[src/rtl/m68k_bus_pkg.sv]
// ----------------------------------------------------------------------------
// m68k_bus_pkg
// Shared types and constants for the 68000 bus controller slice.
//   region_t : target region decoded from addr/fc at the start of a bus cycle
//   state_t  : bus-cycle state machine states
//   FC_IACK  : function code of an interrupt-acknowledge cycle
//   IO_PAGE  : addr[23:16] value of the I/O page
// ----------------------------------------------------------------------------
package m68k_bus_pkg;

    typedef enum logic [2:0] {
        REG_NONE,
        REG_ROM,
        REG_VRAM,
        REG_RAM,
        REG_IO,
        REG_IACK,
        REG_UNMAPPED
    } region_t;

    typedef enum logic [2:0] {
        ST_IDLE,
        ST_WAIT,
        ST_ACK,
        ST_AVEC,
        ST_BERR
    } state_t;

    localparam logic [2:0] FC_IACK = 3'b111;
    localparam logic [7:0] IO_PAGE = 8'hFF;

endpackage

[src/rtl/m68k_addr_decode.sv]
// ----------------------------------------------------------------------------
// m68k_addr_decode
// Purely combinational address/function-code decoder.
// Ports:
//   addr_hi  in  9  CPU address bits [23:15] (lower bits never affect region)
//   fc       in  3  function code {FC2,FC1,FC0}
//   region   out    decoded region_t (never REG_NONE)
// Priority: IACK, then I/O page, then ROM/VRAM/RAM in the low 256 KiB,
// everything else is unmapped.
// ----------------------------------------------------------------------------
module m68k_addr_decode
    import m68k_bus_pkg::*;
(
    input  logic [23:15] addr_hi,
    input  logic [2:0]   fc,
    output region_t      region
);

    always_comb begin
        region = REG_UNMAPPED;
        if (fc == FC_IACK) begin
            region = REG_IACK;
        end else if (addr_hi[23:16] == IO_PAGE) begin
            region = REG_IO;
        end else if (addr_hi[23:18] == 6'd0) begin
            case (addr_hi[17:15])
                3'd0, 3'd1: region = REG_ROM;
                3'd2:       region = REG_VRAM;
                default:    region = REG_RAM;
            endcase
        end
    end

endmodule

[src/rtl/m68k_bus_ctrl.sv]
// ----------------------------------------------------------------------------
// m68k_bus_ctrl
// 68000 bus controller between the fx68k core and ROM/VRAM/RAM/I/O.
// Decodes the target at cycle start, drives chip selects and generates real
// DTACKn / VPAn / BERRn handshakes with per-region wait states.
// Ports:
//   clk, reset            CPU clock, asynchronous active-high reset
//   as_n, rw, uds_n, lds_n CPU bus strobes and direction
//   addr[23:1], fc         CPU address and function code
//   ram_ready              external RAM done (level), used if C_RAM_EXT_READY
//   cs_rom/vram/ram/io     chip selects (registered)
//   we                     write strobe honouring byte lanes
//   dtack_n, vpa_n, berr_n handshakes to the CPU (registered)
//   busy                   high while the state machine is not IDLE
// Optional feature macro: BUS_TIMEOUT_EN
//   defined   : WAIT is bounded by C_TIMEOUT clocks (-> bus error) and
//               unmapped accesses end in a bus error
//   undefined : no timeout, unmapped accesses ack after zero waits
// ----------------------------------------------------------------------------
module m68k_bus_ctrl #(
    parameter int C_ROM_WAIT      = 1,
    parameter int C_VRAM_WAIT     = 1,
    parameter int C_RAM_WAIT      = 0,
    parameter int C_IO_WAIT       = 2,
    parameter int C_RAM_EXT_READY = 0,
    parameter int C_TIMEOUT       = 255
) (
    input  logic        clk,
    input  logic        reset,
    input  logic        as_n,
    input  logic        rw,
    input  logic        uds_n,
    input  logic        lds_n,
    input  logic [23:1] addr,
    input  logic [2:0]  fc,
    input  logic        ram_ready,
    output logic        cs_rom,
    output logic        cs_vram,
    output logic        cs_ram,
    output logic        cs_io,
    output logic        we,
    output logic        dtack_n,
    output logic        vpa_n,
    output logic        berr_n,
    output logic        busy
);
    import m68k_bus_pkg::*;

    state_t     state;
    region_t    region_q;
    region_t    dec_region;
    logic [3:0] cs_q;
    logic [3:0] wcnt;
    logic [3:0] wait_sel;
    logic       rw_q;
    logic       armed;
    logic       wait_done;
    logic       unused_addr_lo;
`ifdef BUS_TIMEOUT_EN
    logic [7:0] tcnt;
`endif

    assign unused_addr_lo = ^addr[14:1];

    m68k_addr_decode u_decode (
        .addr_hi (addr[23:15]),
        .fc      (fc),
        .region  (dec_region)
    );

    // Wait count loaded on entry to WAIT; unmapped and IACK need none.
    always_comb begin
        wait_sel = 4'd0;
        case (dec_region)
            REG_ROM:  wait_sel = 4'(C_ROM_WAIT);
            REG_VRAM: wait_sel = 4'(C_VRAM_WAIT);
            REG_RAM:  wait_sel = 4'(C_RAM_WAIT);
            REG_IO:   wait_sel = 4'(C_IO_WAIT);
            default:  wait_sel = 4'd0;
        endcase
    end

    // RAM with an external ready ignores the wait counter entirely.
    assign wait_done = (C_RAM_EXT_READY != 0 && region_q == REG_RAM) ? ram_ready
                                                                      : (wcnt == 4'd0);

    assign {cs_rom, cs_vram, cs_ram, cs_io} = cs_q;
    assign busy = (state != ST_IDLE);
    assign we   = (|cs_q) && !rw_q && (!uds_n || !lds_n);

    // Bus-cycle state machine. 'armed' is the edge flag: a new cycle may only
    // start once as_n has been seen high, so a strobe still low when IDLE is
    // re-entered (or after reset) cannot re-trigger the same cycle.
    always_ff @(posedge clk or posedge reset) begin
        if (reset) begin
            state    <= ST_IDLE;
            region_q <= REG_NONE;
            cs_q     <= 4'b0000;
            rw_q     <= 1'b1;
            wcnt     <= 4'd0;
            armed    <= 1'b0;
            dtack_n  <= 1'b1;
            vpa_n    <= 1'b1;
            berr_n   <= 1'b1;
`ifdef BUS_TIMEOUT_EN
            tcnt     <= 8'd0;
`endif
        end else begin
            if (as_n) begin
                armed <= 1'b1;
            end
            case (state)
                ST_IDLE: begin
                    if (!as_n && armed) begin
                        armed    <= 1'b0;
                        region_q <= dec_region;
                        rw_q     <= rw;
                        cs_q     <= {dec_region == REG_ROM, dec_region == REG_VRAM,
                                     dec_region == REG_RAM, dec_region == REG_IO};
                        if (dec_region == REG_IACK) begin
                            state <= ST_AVEC;
                            vpa_n <= 1'b0;
                        end else begin
                            state <= ST_WAIT;
                            wcnt  <= wait_sel;
`ifdef BUS_TIMEOUT_EN
                            tcnt  <= 8'd0;
`endif
                        end
                    end
                end
                ST_WAIT: begin
                    if (as_n) begin
                        state <= ST_IDLE;
                        cs_q  <= 4'b0000;
                    end else if (wait_done) begin
`ifdef BUS_TIMEOUT_EN
                        if (region_q == REG_UNMAPPED) begin
                            state  <= ST_BERR;
                            berr_n <= 1'b0;
                        end else
`endif
                        begin
                            state   <= ST_ACK;
                            dtack_n <= 1'b0;
                        end
                    end
`ifdef BUS_TIMEOUT_EN
                    else if (tcnt == 8'(C_TIMEOUT - 1)) begin
                        state  <= ST_BERR;
                        berr_n <= 1'b0;
                    end
`endif
                    else begin
                        if (wcnt != 4'd0) begin
                            wcnt <= wcnt - 4'd1;
                        end
`ifdef BUS_TIMEOUT_EN
                        tcnt <= tcnt + 8'd1;
`endif
                    end
                end
                ST_ACK, ST_AVEC, ST_BERR: begin
                    if (as_n) begin
                        state   <= ST_IDLE;
                        cs_q    <= 4'b0000;
                        dtack_n <= 1'b1;
                        vpa_n   <= 1'b1;
                        berr_n  <= 1'b1;
                    end
                end
                default: begin
                    state <= ST_IDLE;
                end
            endcase
        end
    end

endmodule

[config.mk]
export PLATFORM = sky130hd
export DESIGN_NAME = m68k_bus_ctrl
export DESIGN_NICKNAME = d
export VERILOG_FILES = /design/src/rtl/m68k_bus_pkg.sv /design/src/rtl/m68k_addr_decode.sv /design/src/rtl/m68k_bus_ctrl.sv
export SDC_FILE = /design/constraint.sdc
export NUM_CORES = 1
export LEC_CHECK = 0
export ABC_AREA = 1
export CAP_MARGIN = 20
export CORE_UTILIZATION = 35
export DETAILED_ROUTE_END_ITERATION = 10
export GPL_ROUTABILITY_DRIVEN = 0
export MAX_ROUTING_LAYER = met4
export PLACE_DENSITY = 0.75
export SYNTH_ARGS = -nofsm -noshare
export SYNTH_HDL_FRONTEND = slang
export SYNTH_SLANG_ARGS = --single-unit
[constraint.sdc]
create_clock -name clk -period 1.32 [get_ports clk]
set_clock_uncertainty 0.15 [all_clocks]
set_input_delay 0.264 -clock clk [delete_from_list [all_inputs] [get_ports clk]]
set_output_delay 0.264 -clock clk [all_outputs]
set_load 0.005 [all_outputs]
Word level (Yosys, flattened, before mapping)
Index checks and enable logic that the tools add are counted.
Widths: inputs -> output; s select.
- $add $sub $neg: 1
- equality and inequality tests: 23
- mux-type cells: 30
- reductions and logical operators: 29
- operators by type and width (operator ; number):
    $mux 4 ; 7
    $mux 3 ; 7
    $ne 2x2->1 const B ; 8
    $pmux 4 s2 ; 2
    $eq 3x2->1 const B ; 5
    $eq 3x3->1 const B ; 4
    $eq 3x1->1 const B ; 3
    $pmux 3 s3 ; 1
    $eq 8x8->1 const B ; 1
    $mux 1 ; 8
    $pmux 2 s2 ; 2
    $reduce_and 4->1 ; 2
    $reduce_bool 2->1 ; 4
    $reduce_or 4->1 ; 2
    $logic_not 3->1 ; 2
    $logic_not 6->1 ; 1
    $reduce_and 3->1 ; 2
    $reduce_and 6->1 ; 1
    $logic_not 1->1 ; 4
    $logic_not 4->1 ; 1
    $pmux 1 s2 ; 2
    $reduce_bool 4->1 ; 1
    $reduce_or 2->1 ; 2
    $sub 4x1->4 const B ; 1
    other kinds (8) ; 10
- register bits: 15
- output and inout port bits: 9

Logic depth before layout (Yosys ltp)
- depth in word-level cells: 12
- gate-level depth with buffers: 9
- mapped depth without buffers: 9

By module
Synthesis repeated with hierarchy kept, for this count alone.
- cell total of the unflattened synthesis: 125
- area, all modules: 928.4 µm²
- modules (own cells, without submodules) (module ; times used ; cells each ; area each (µm²) ; sequential area each (µm²)):
    m68k_bus_ctrl ; 1 ; 106 ; 832.0 ; 354.1
    m68k_addr_decode ; 1 ; 19 ; 96.3 ; 0.0

Least setup slack after synthesis
Ideal clock, no wire load.
- kind: reg2reg
- start point: register wcnt[0]
- end point: register wcnt[1]
- library setup time: 117 ps
- arrival: 1011 ps
- path slack: 42 ps
- stages on the path, launching flop included: 10
- buffers on the path: 0
- period minus slack after synthesis: 1278 ps
- cells stage by stage: dfrtp_1 > inv_1 > ha_1 > nand2_1 > nand2_1 > nand2_2 > nand2_4 > inv_2 > nand3_1 > nand2_1
- longest elaborated chain between the ends: 5
- elaborated cells between the ends (all ways): 10
- classes of those cells: add/sub (1); eq/ne (2); mux (4); reduce/logical (3)
- ends and longest elaborated chain (item ; RTL line ; text):
    start: declaration ; m68k_bus_ctrl.sv:53 ; logic [3:0] wcnt;
    start signal: assignment ; m68k_bus_ctrl.sv:125 ; wcnt <= wait_sel;
    start signal: assignment ; m68k_bus_ctrl.sv:156 ; wcnt <= wcnt - 4'd1;
    $sub 4x1->4 ; m68k_bus_ctrl.sv:156 ;
    $mux 4 ; m68k_bus_ctrl.sv:155 ; if (wcnt != 4'd0) begin
    $mux 4 ; m68k_bus_ctrl.sv:136 ; end else if (wait_done) begin
    $mux 4 ; m68k_bus_ctrl.sv:133 ; if (as_n) begin
    $pmux 4 s2 ; m68k_bus_ctrl.sv:112 ; case (state)
Parallel ways exist; a longest one is shown, timed or not. The select of a mux whose other input is x is not followed.
A chain may end at the register's enable or synchronous reset.

Final worst setup path
- start point: register cs_q[2]
- end point: output port we
- longest elaborated chain between the ends: 3
- ends and longest elaborated chain (item ; RTL line ; text):
    start: declaration ; m68k_bus_ctrl.sv:52 ; logic [3:0] cs_q;
    start signal: assignment ; m68k_bus_ctrl.sv:118 ; cs_q <= {dec_region == REG_ROM, dec_region == REG_VRAM,
    $reduce_or 4->1 ; m68k_bus_ctrl.sv:89 ; assign we = (|cs_q) && !rw_q && (!uds_n || !lds_n);
    $logic_and 1x1->1 (2 in a row) ; m68k_bus_ctrl.sv:89 ;
    end: declaration ; m68k_bus_ctrl.sv:41 ; output logic we,
Every way passes these cells.

==> impl_metrics.toml <==
[critical_path]
cp.arrival_ns = 1.20
cp_slowest_cell = "dfrtp_1"
r2r_slack_ns = -0.16
reg2reg_depth = 9
cp.required_ns = 0.91
max_stage_delay_ns = 0.40
worstSetupEndpointType = "output pin"
startpoint_type = "register"
worstSetupPathType = "reg -> out"
rr_endpoint = "cs_q[2]"
reg2reg_from = "state[1]"
path_buf_inv = 1
crit_chain = "nor4_2 -> a211oi_1 -> buf_2"
worstPathMaxFanout = 2
cp_top_family = "flip-flops"

[yosys]
synth.area.top_cells = "dfrtp_1 33%, nand2_1 16%, dfstp_2 9.6%"
post_synth_inst_count = 111
synth_top_area_share_pct = 33.43
syn-num-nets = 146
avgSynthCellArea_um2 = 7.417
ys.flop_type = "dfrtp_1"
yosysSeqAreaShare_pct = 43.01
yosysMostFrequentCell = "nand2_1"
synth_area_um2 = 823.3
yosys_warnings = 0
synth_top_area_cell = "dfrtp_1"
synth_top_cells_by_count = "34 x nand2_1, 13 x inv_1, 11 x dfrtp_1, 10 x nor2_1, 9 x nand3_1"
synth_seq_cells = 14
async_flop_share_pct = 100.0
synth_cell_types = 26
synth_edf_count = 0

[worst_hold_path]
min-delay-path-class = "in -> async"

[routing]
drc_errors = 0
routedWlPerCell_um = 11.57
ant_nets = 0
drt_iter0_drc = 22
first_pass_iters = 4
vias = 947
vias_per_cell = 4.759
routed_wl_um = 2303

[final_layout]
final_nets = 207
n_antenna_cell = 0
drive_gt1_share_pct = 40.94
area_growth_pct = 79.48

[pwr]
finalPower_uw = 2747
power.leakage_uw = 0.0007511
power.density_nw_per_um2 = 1859
ir_worst_vdd_mv = 1.015

[floorplanning]
floorplan.initialDensity_pct = 37.22
die_w_um = 50.50
core_um2 = 2212
placement_rows = 17
dieArea_um2 = 2550
die_h_um = 50.50
ios = 42

[clock_tree]
ctsHoldBuffers = 0
numClockSinks = 14
cts.path.max_buffers = 2
cts_max_level = 1
cts-root-buf = "clkbuf_4"
clkTransAtPathRegs_ns = 0.09
cts_tree = "done"
clk_latency_ns = 0.30
cts_inserted_buffers = 3

[timing]
finalHoldViolCount = 0
max_freq_mhz = 619.9
worst_slack_ns = -0.2931
fin_crit_sh_pct = 122.2
drv_slew = 0
post-route-min-period_ns = 1.613
rsz0062_at_grt = "yes"
setup_viol = 19

[grt]
grt_pass1_vias = 921
grt_first_pass_wirelength_um = 3588
grt_max_degree = 11
gr-usage-all-layers_pct = 19.42
grt_remaining_overflow = 0
antenna_found_initial = 0

[place]
io_buffers = 25
dp_hpwl_um = 1661
pre_cts_ws_ns = -0.5583

[flow_run]
drv_cap = 0

[run_status]
violations = "negative setup slack"
status = "complete, but fails checks"
==> repair_timing <==
item | in CTS | in global routing
resized for setup | 48 | 22
cloned | 0 | 0
buffers inserted | 5 | 7
endpoints found under the setup margin | 17 | 21
pin swaps | 10 | 9
==> registers in the layout, indices dropped and copies added (netlist names) <==
register	flops
dtack_n	1
cs_q	4
vpa_n	1
armed	1
wcnt	4
rw_q	1
state	2
==> kinds of logic after synthesis <==
logic type                 count (synthesis)  synth area share (%)
and+or+nand+nor                           64                 34.95
DFF                                       14                 43.01
buffers and inverters                     16                 7.752
other                                      1                0.4555
AOI/OAI and AO/OA                         12                 8.663
xor gates and xnor gates                   2                 2.128
adders and majority gates                  2                 3.039
==> placed cells by master (no fill, tap or decap), types with 2 or more instances in the layout <==
master	synthesis	routed
buf_2	0	4
o21ai_1	1	6
nor2_1	10	10
inv_1	13	10
dfstp_2	3	3
nand3_1	9	7
xor2_1	2	2
nand2_2	2	5
nand3_2	1	2
inv_4	0	3
clkbuf_4	0	3
dfrtp_1	11	11
buf_6	0	10
clkdlybuf4s50_1	0	16
nand2_4	1	3
nand2_1	34	29
inv_2	2	2
nor2_2	3	2
buf_4	1	25
==> worst max-delay path by stage <==
| stage | start | to | depth (start not counted) |
|---|---|---|---|
| after floorplan | wcnt[0] | wcnt[1] | 9 |
| after global placement | uds_n | we | 3 |
| after detailed placement | uds_n | we | 3 |
| after CTS | cs_q[2] | we | 3 |
| after global routing | cs_q[2] | we | 3 |
| final | cs_q[2] | we | 3 |
==> metal layers <==
metal	share of wire, %	wire (µm)	global-route usage [%]	vias up
met2	52	1205	35.33	27
met1	41	952	20.08	438
li1	-	-	-	474
met4	3.2	73	10.65	0
met5	0	0	-	-
met3	3.1	72	2.424	8
==> power by group <==
part	total [µW]	leakage (µW)	internal, µW	switching [µW]
Clock	324	0.0000210	168	155
Sequential	685	0.000178	593	92.3
Combinational	1740	0.000553	915	823
Total	2750	0.000751	1680	1070
==> tightest hold or removal path: stages <==
cell and delay (ns):
clkdlybuf4s50_1 0.39, inv_1 0.07, buf_4 0.13
==> per-stage QoR <==
stage                     util, %  instance area [µm²]  setup TNS (ns)  hold slack, ns  instances
final                       66.80                 1478          -1.943         0.08138        199
after global routing        66.80                 1478          -3.086         0.09931        199
after floorplan                 -                823.3               0        0.001072        111
after detailed placement    57.58                 1274          -5.274          0.3164        186
after global placement      57.58                 1274          -4.636          0.3055        186
after CTS                   61.71                 1365          -1.558         0.09180        193
==> layout make-up <==
type | count | area, µm²
Inverter | 15 | 63.81
Fill cell | 184 | 734.5
Sequential cell | 14 | 354.1
Tap cell | 28 | 35.03
Timing Repair Buffer | 57 | 498.0
Clock buffer | 4 | 36.28
Multi-Input combinational cell | 81 | 490.5
(Power assumes the default switching activity.)
